[src/rtl/rr_stream_mux.sv]
// rr_stream_mux: N-to-1 stream multiplexer with valid/ready on every channel.
// Round-robin or fixed-priority arbitration, optional packet locking, and one
// registered output stage that sustains one beat per cycle.
//
// Ports
//   clk, rst   : rising-edge clock, synchronous active-high reset
//   in_valid   : per-channel beat valid
//   in_data    : channel i at [i*WIDTH +: WIDTH]
//   in_last    : per-channel end-of-packet flag
//   in_ready   : per-channel accept (combinational, at most one high)
//   out_valid  : output beat valid
//   out_data   : output beat data
//   out_last   : end-of-packet flag of the output beat
//   out_ch     : source channel of the output beat
//   out_ready  : consumer accept
module rr_stream_mux #(
  parameter int WIDTH    = 16,
  parameter int NUM_CH   = 4,
  parameter int RR_MODE  = 1,
  parameter int LOCK_PKT = 0,
  localparam int CH_W    = (NUM_CH > 2) ? $clog2(NUM_CH) : 1
) (
  input  logic                    clk,
  input  logic                    rst,
  input  logic [NUM_CH-1:0]       in_valid,
  input  logic [NUM_CH*WIDTH-1:0] in_data,
  input  logic [NUM_CH-1:0]       in_last,
  output logic [NUM_CH-1:0]       in_ready,
  output logic                    out_valid,
  output logic [WIDTH-1:0]        out_data,
  output logic                    out_last,
  output logic [CH_W-1:0]         out_ch,
  input  logic                    out_ready
);

  typedef enum logic {IDLE, LOCKED} state_t;

  state_t            state, state_nxt;
  logic [CH_W-1:0]   ptr, ptr_nxt;
  logic [CH_W-1:0]   lock_ch, lock_ch_nxt;
  logic [CH_W-1:0]   win, sel_ch;
  logic              win_vld;
  logic [NUM_CH-1:0] grant;
  logic              load_en, xfer_any, sel_last;
  logic [WIDTH-1:0]  ch_data [NUM_CH];

  for (genvar i = 0; i < NUM_CH; i++) begin : g_slice
    assign ch_data[i] = in_data[i*WIDTH +: WIDTH];
  end

  // Output register is free when empty or being drained this cycle.
  assign load_en = !out_valid || out_ready;

  // Circular search starting at the pointer; fixed priority starts at 0.
  always_comb begin
    logic [CH_W-1:0] base;
    logic [CH_W-1:0] cand;
    int              idx;
    win     = '0;
    win_vld = 1'b0;
    base    = (RR_MODE != 0) ? ptr : '0;
    for (int off = 0; off < NUM_CH; off++) begin
      idx = int'(base) + off;
      if (idx >= NUM_CH) idx = idx - NUM_CH;
      cand = CH_W'(idx);
      if (!win_vld && in_valid[cand]) begin
        win_vld = 1'b1;
        win     = cand;
      end
    end
  end

  // While locked the grant stays on the locked channel even if it idles,
  // so no other channel can interleave into the packet.
  always_comb begin
    grant  = '0;
    sel_ch = win;
    if (state == LOCKED) begin
      sel_ch        = lock_ch;
      grant[lock_ch] = 1'b1;
    end else if (win_vld) begin
      grant[win] = 1'b1;
    end
  end

  assign in_ready = (rst || !load_en) ? '0 : grant;
  assign xfer_any = |(in_valid & in_ready);
  assign sel_last = in_last[sel_ch];

  always_comb begin
    state_nxt   = state;
    lock_ch_nxt = lock_ch;
    ptr_nxt     = ptr;
    if (xfer_any) begin
      if (RR_MODE != 0)
        ptr_nxt = (sel_ch == CH_W'(NUM_CH-1)) ? '0 : sel_ch + 1'b1;
      if (LOCK_PKT != 0) begin
        case (state)
          IDLE: if (!sel_last) begin
            state_nxt   = LOCKED;
            lock_ch_nxt = sel_ch;
          end
          LOCKED: if (sel_last) state_nxt = IDLE;
          default: state_nxt = IDLE;
        endcase
      end
    end
  end

  always_ff @(posedge clk) begin
    if (rst) begin
      state     <= IDLE;
      lock_ch   <= '0;
      ptr       <= '0;
      out_valid <= 1'b0;
      out_data  <= '0;
      out_last  <= 1'b0;
      out_ch    <= '0;
    end else begin
      state   <= state_nxt;
      lock_ch <= lock_ch_nxt;
      ptr     <= ptr_nxt;
      if (load_en) begin
        out_valid <= xfer_any;
        if (xfer_any) begin
          out_data <= ch_data[sel_ch];
          out_last <= sel_last;
          out_ch   <= sel_ch;
        end
      end
    end
  end

endmodule
[config.mk]
export PLATFORM = sky130hd
export DESIGN_NAME = rr_stream_mux
export DESIGN_NICKNAME = d
export VERILOG_FILES = /design/src/rtl/rr_stream_mux.sv
export SDC_FILE = /design/constraint.sdc
export NUM_CORES = 1
export LEC_CHECK = 0
export BUFFER_PORTS_ARGS = -buffer_cell sky130_fd_sc_hd__buf_2
export CAP_MARGIN = 20
export CORE_MARGIN = 2
export CORE_UTILIZATION = 47
export CTS_BUF_LIST = sky130_fd_sc_hd__clkbuf_2
export CTS_CLUSTER_SIZE = 16
export DETAILED_ROUTE_END_ITERATION = 8
export PLACE_DENSITY = 0.88
export SYNTH_ARGS = -nofsm -noshare
export SYNTH_HDL_FRONTEND = slang
export SYNTH_SLANG_ARGS = --single-unit
[constraint.sdc]
create_clock -name clk -period 4.16 [get_ports clk]
set_input_delay 0.416 -clock clk [delete_from_list [all_inputs] [get_ports clk]]
set_output_delay 0.416 -clock clk [all_outputs]
set_load 0.02 [all_outputs]
=== Word-level counts from Yosys, hierarchy flattened ===
Index checks and enable logic that the tools add are counted.

* Flip-flop bits (word level): 22
* Latch bits: 0
* Bits in writable memories: 0
* Memory bits (read-only): 0
* Input bits: 75
* Word-level logic and storage cells: 70
* Memories kept: 0

* Add/subtract/negate cells: 8
* Multiply operators: 0
* Div/mod/pow operators: 0
* Order comparisons: 11
* Equal/unequal tests: 1
* Shifts and indexed selects: 0
* Multiplexer cells: 30
* Bitwise logic cells: 2
* Reduce and logical (&&, ||, !) cells: 13

{| class="wikitable"
|+ Operator list
! kind !! count
|-
| $bmux W16 S2 || 1
|-
| $mux W16 || 2
|-
| $mux W2 || 9
|-
| $lt A2 B3 Y1 const B || 5
|-
| $ge A3 B3 Y1 const B || 4
|-
| $bmux W1 S2 || 5
|-
| $mux W1 || 10
|-
| $mux W4 || 2
|-
| $sub A2 B1 Y2 const B || 4
|-
| $add A2 B2 Y3 const B || 2
|-
| $logic_not A1 Y1 || 5
|-
| $and A4 B4 Y4 || 1
|-
| $logic_and A1 B1 Y1 || 4
|-
| $reduce_or A4 Y1 || 1
|-
| $add A2 B1 Y3 const B || 1
|-
| $ge A2 B3 Y1 const B || 1
|-
| $not A2 Y3 || 1
|-
| $add A2 B1 Y2 const B || 1
|-
| $demux W1 S2 || 1
|-
| $eq A2 B2 Y1 const B || 1
|-
| $ge A2 B1 Y1 const B || 1
|-
| $logic_or A1 B1 Y1 || 2
|-
| $reduce_and A2 Y1 || 1
|}

=== Longest topological paths before layout ===
* Depth after elaboration: 23
* Gate-level depth with buffers: 12
* Depth with buffers taken out: 9

=== Least setup slack after synthesis ===
OpenSTA, ideal clock, no wires.

* Path type: input to register
* Start point: in in_valid[2]
* End point: reg out_data[13]
* Library setup time: 116 ps
* Arrival: 2494 ps
* Data required time: 4044 ps
* Slack: 1550 ps
* Cell stages on the path: 11
* Path buffers: 4
* Cells stage by stage: nor2b_1 > a311oi_4 > nor2_1 > buf_2 > buf_2 > ha_1 > a22oi_1 > a21oi_1 > buf_4 > buf_6 > a31o_1

* Longest elaborated chain between the ends: 21

{| class="wikitable"
|+ RTL lines
! what !! line !! source
|-
| start: declaration || 25 || <nowiki>input logic [NUM_CH-1:0] in_valid,</nowiki>
|-
| $bmux W1 S2 || 66 || <nowiki>if (!win_vld && in_valid[cand]) begin</nowiki>
|-
| $mux W1 (not written as such) || 66 ||
|-
| $mux W1 || 66 ||
|-
| $logic_not A1 Y1 || 66 ||
|-
| $logic_and A1 B1 Y1 || 66 ||
|-
| $mux W1 || 66 ||
|-
| $logic_not A1 Y1 || 66 ||
|-
| $logic_and A1 B1 Y1 || 66 ||
|-
| (+5 left out) || n/a ||
|-
| $logic_and A1 B1 Y1 (not written as such) || 82 || <nowiki>grant[win] = 1'b1;</nowiki>
|-
| $mux W1 (not written as such) || 82 ||
|-
| $demux W1 S2 || 82 ||
|-
| $mux W4 || 81 || <nowiki>end else if (win_vld) begin</nowiki>
|-
| $mux W4 || 86 || <nowiki>assign in_ready = (rst || !load_en) ? '0 : grant;</nowiki>
|-
| $and A4 B4 Y4 || 87 || <nowiki>assign xfer_any = |(in_valid & in_ready);</nowiki>
|-
| $reduce_or A4 Y1 || 87 ||
|-
| $reduce_and A2 Y1 (no line) || n/a ||
|-
| end signal: assignment || 126 || <nowiki>out_data <= ch_data[sel_ch];</nowiki>
|-
| end: declaration || 30 || <nowiki>output logic [WIDTH-1:0] out_data,</nowiki>
|}

Parallel ways exist; a longest one is shown, timed or not. The select of a mux whose other input is x is not followed.
A chain may end at the register's enable or synchronous reset.

=== Worst setup path after layout ===
* Start point: reg ptr[1]
* End point: reg out_data[4]

* Longest elaborated chain between the ends: 23

{| class="wikitable"
|+ RTL lines
! what !! line !! source
|-
| start: declaration || 39 || <nowiki>logic [CH_W-1:0] ptr, ptr_nxt;</nowiki>
|-
| start signal: assignment || 122 || <nowiki>ptr <= ptr_nxt;</nowiki>
|-
| parallel branches: the longest is 23 deep, another holds $add A2 B1 Y3 || n/a ||
|}

Parallel ways; which one is timed is not known. The select of a mux whose other input is x is not followed.

==> results.cfg <==
[yosys]
syn_area_per_cell_sq_um = 7.80
yosysTopAreaCellShare_pct = 29.1
synth_seq_cells = 22
yosysSeqAreaShare_pct = 29.1
yosys_warnings = 0
synth_cells = 194
synth_top_area_cell = dfxtp_1
yosys.cell_types.count = 27
yosys-top-cells-area = dfxtp_1 (29%), mux2i_1 (13%), a31o_1 (9.3%), nor3b_1 (8.4%), nor3_1 (6.9%)
synth_nets = 271
syn_area_sq_um = 1510

[global_route]
grt-ovfl-total = 0
grt_first_pass_wirelength_um = 6480
grt_start_max_net_pins = 39
first_global_vias = 1545
grt_use_total_pct = 22.9
antenna_found_initial = 0

[cts]
cts.sinks = 22
cts_setup_buffers = 0
cts_tree = built
hold_buffers = 0
h-tree-depth = 1
cts_resized = 0
clockBufferDepth = 2
numCtsBuffers = 3
clockRootBuffer = clkbuf_2
clk_latency_ns = 0.33
path_clk_slew_ns = 0.22

[routing]
vias_per_cell = 5.31
firstDrtPassIters = 4
drcViolationCount = 0
wl_per_cell_um = 12.8
drtIter0Drc = 105
routed_wl_um = 4210
ant_nets = 0
vias = 1743

[sta]
fin_tns_setup_ns = 0
grt_setup_unrepaired = no
fmax_ghz = 0.324
fin_ws_ns = 1.07
skew_ns = 0.00821
fin_crit_ns = 3.09
relSlewSlack_pct = 36.8
setup_viol = 0
maxSlewViolCount = 0
final-hold-violation-count = 0
tightest_slew_ns = 0.948
fin_crit_sh_pct = 74.3

[die]
core_sq_um = 3050
start_util_pct = 49.5
die_y_um = 60.7
rows = 20
die_area_sq_um = 3690
die_w_um = 60.7
ios = 99

[worst_setup_path]
arrival_ns = 3.38
cp_data_required_time_ns = 4.45
critPathLaunchType = flop
crit_path_end_kind = flop
worstSetupPathType = flop to flop
critPathMaxFanout = 38

[place]
place_hpwl_um = 3140
gp_congestion = 0.832
numPortBuffers = 98
pre_cts_slack_ns = 0.998

[power_and_ir_drop]
power_density_nw_per_um2 = 377
fin_total_pwr_w = 0.000783
power.leakage_nw = 0.983
irDropWorstVdd_uv = 243

[cells_and_area]
syn_to_final_growth_pct = 37.4
nNetsFinal = 362
layout-drive-gt1-share_pct = 39.4
diodes = 0

[job]
cap_violations = 0

[run_status]
status = completed

[hold_path]
hold_path.class = primary input to flop
## synth_stat cells
cell       n
clkinv_1   1
a31o_1    16
dfxtp_1   22
o21bai_1   1
a21oi_1    4
nor2b_1    1
nand2_1   18
buf_4      1
a22oi_1    1
clkbuf_1   7
buf_6      1
o21ai_0    4
a311oi_4   1
o21ai_1   13
nor2_1    24
inv_1      2
nor3b_1   17
a31o_2     1
mux2i_1   20
nor4_1     2
ha_1       2
nand2b_1   4
a211oi_2   1
buf_2      6
nor3_1    21
a31oi_1    1
and2_1     2
## metal layers
layer	GRT usage (%)	vias up	part of all wire, %
met5	0	-	0
li1	-	878	-
met3	3.84	2	8.0
met1	29.5	792	42
met4	7.14	0	0.50
met2	39.2	71	49
## area by class of cell
| cell class | count | area [sq um] |
|---|---|---|
| multi-input cells | 154 | 1010 |
| fillers | 271 | 975 |
| repair buffers | 101 | 513 |
| flip-flops and latches | 22 | 440 |
| well taps | 44 | 55.1 |
| clock inverters | 1 | 30.0 |
| clock buffers | 3 | 15.0 |
| inverters | 3 | 11.3 |
## stage by stage
step / hold slack, ns / util (%) / std cells / instance area (sq um)
detailed placement: 0.503 / 66.6 / 324 / 2030
global placement: 0.496 / 66.6 / 324 / 2030
finish: 0.375 / 68.1 / 328 / 2080
floorplan: 0.530 / - / 194 / 1510
global route: 0.383 / 68.1 / 328 / 2080
CTS: 0.362 / 68.1 / 328 / 2080
## placed cells by master (no fill, tap or decap), types with 2 or more instances in the layout
cell,count
buf_2,98
nor2_1,23
dfxtp_1,22
mux2i_1,20
nor3_1,20
nand2_1,18
nor3b_1,17
a31o_1,16
o21ai_1,13
nand2b_1,4
o21ai_0,4
clkbuf_2,3
buf_4,3
a21oi_1,2
nor4_1,2
and2_1,2
inv_1,2
ha_1,2
## registers in the layout (all words and copies together) (netlist names)
register   flops
out_ch         2
out_data      16
ptr            2
out_valid      1
out_last       1
## logic make-up after synthesis
kind of cell	Yosys count	share of synthesized area, %
adders and majority gates	2	1.65
and+or+nand+nor	89	29.5
DFF	22	29.1
buffers and inverters	18	5.71
AOI/OAI and AO/OA	43	20.8
muxes	20	13.2
## final timing paths
path	cells past startpoint	from	slack, ns	endpoint
setup / recovery	8	ptr[1]$_SDFFE_PP0P_	1.07	out_data[4]$_SDFFE_PP0P_
setup reg to reg	8	ptr[1]$_SDFFE_PP0P_	1.07	out_data[4]$_SDFFE_PP0P_
hold reg to reg	2	out_ch[1]$_SDFFE_PP0P_	0.53	out_ch[1]$_SDFFE_PP0P_
hold / removal	3	out_ready	0.38	out_valid$_SDFFE_PP0N_
## worst max-delay path, cell delays in order (launching register included)
cell	delay (ns)
dfxtp_1	0.47
nand2_1	0.14
a311oi_4	0.87
nor2_4	0.18
ha_1	0.26
a22oi_1	0.38
a21oi_4	0.33
nor3b_1	0.28
a31o_1	0.13
## where the power goes
group | internal (W) | switching [W]
clock network | 0.0000829 | 0.0000670
registers | 0.000252 | 0.0000200
logic | 0.000150 | 0.000211
total | 0.000485 | 0.000298
(Power assumes the default switching activity.)
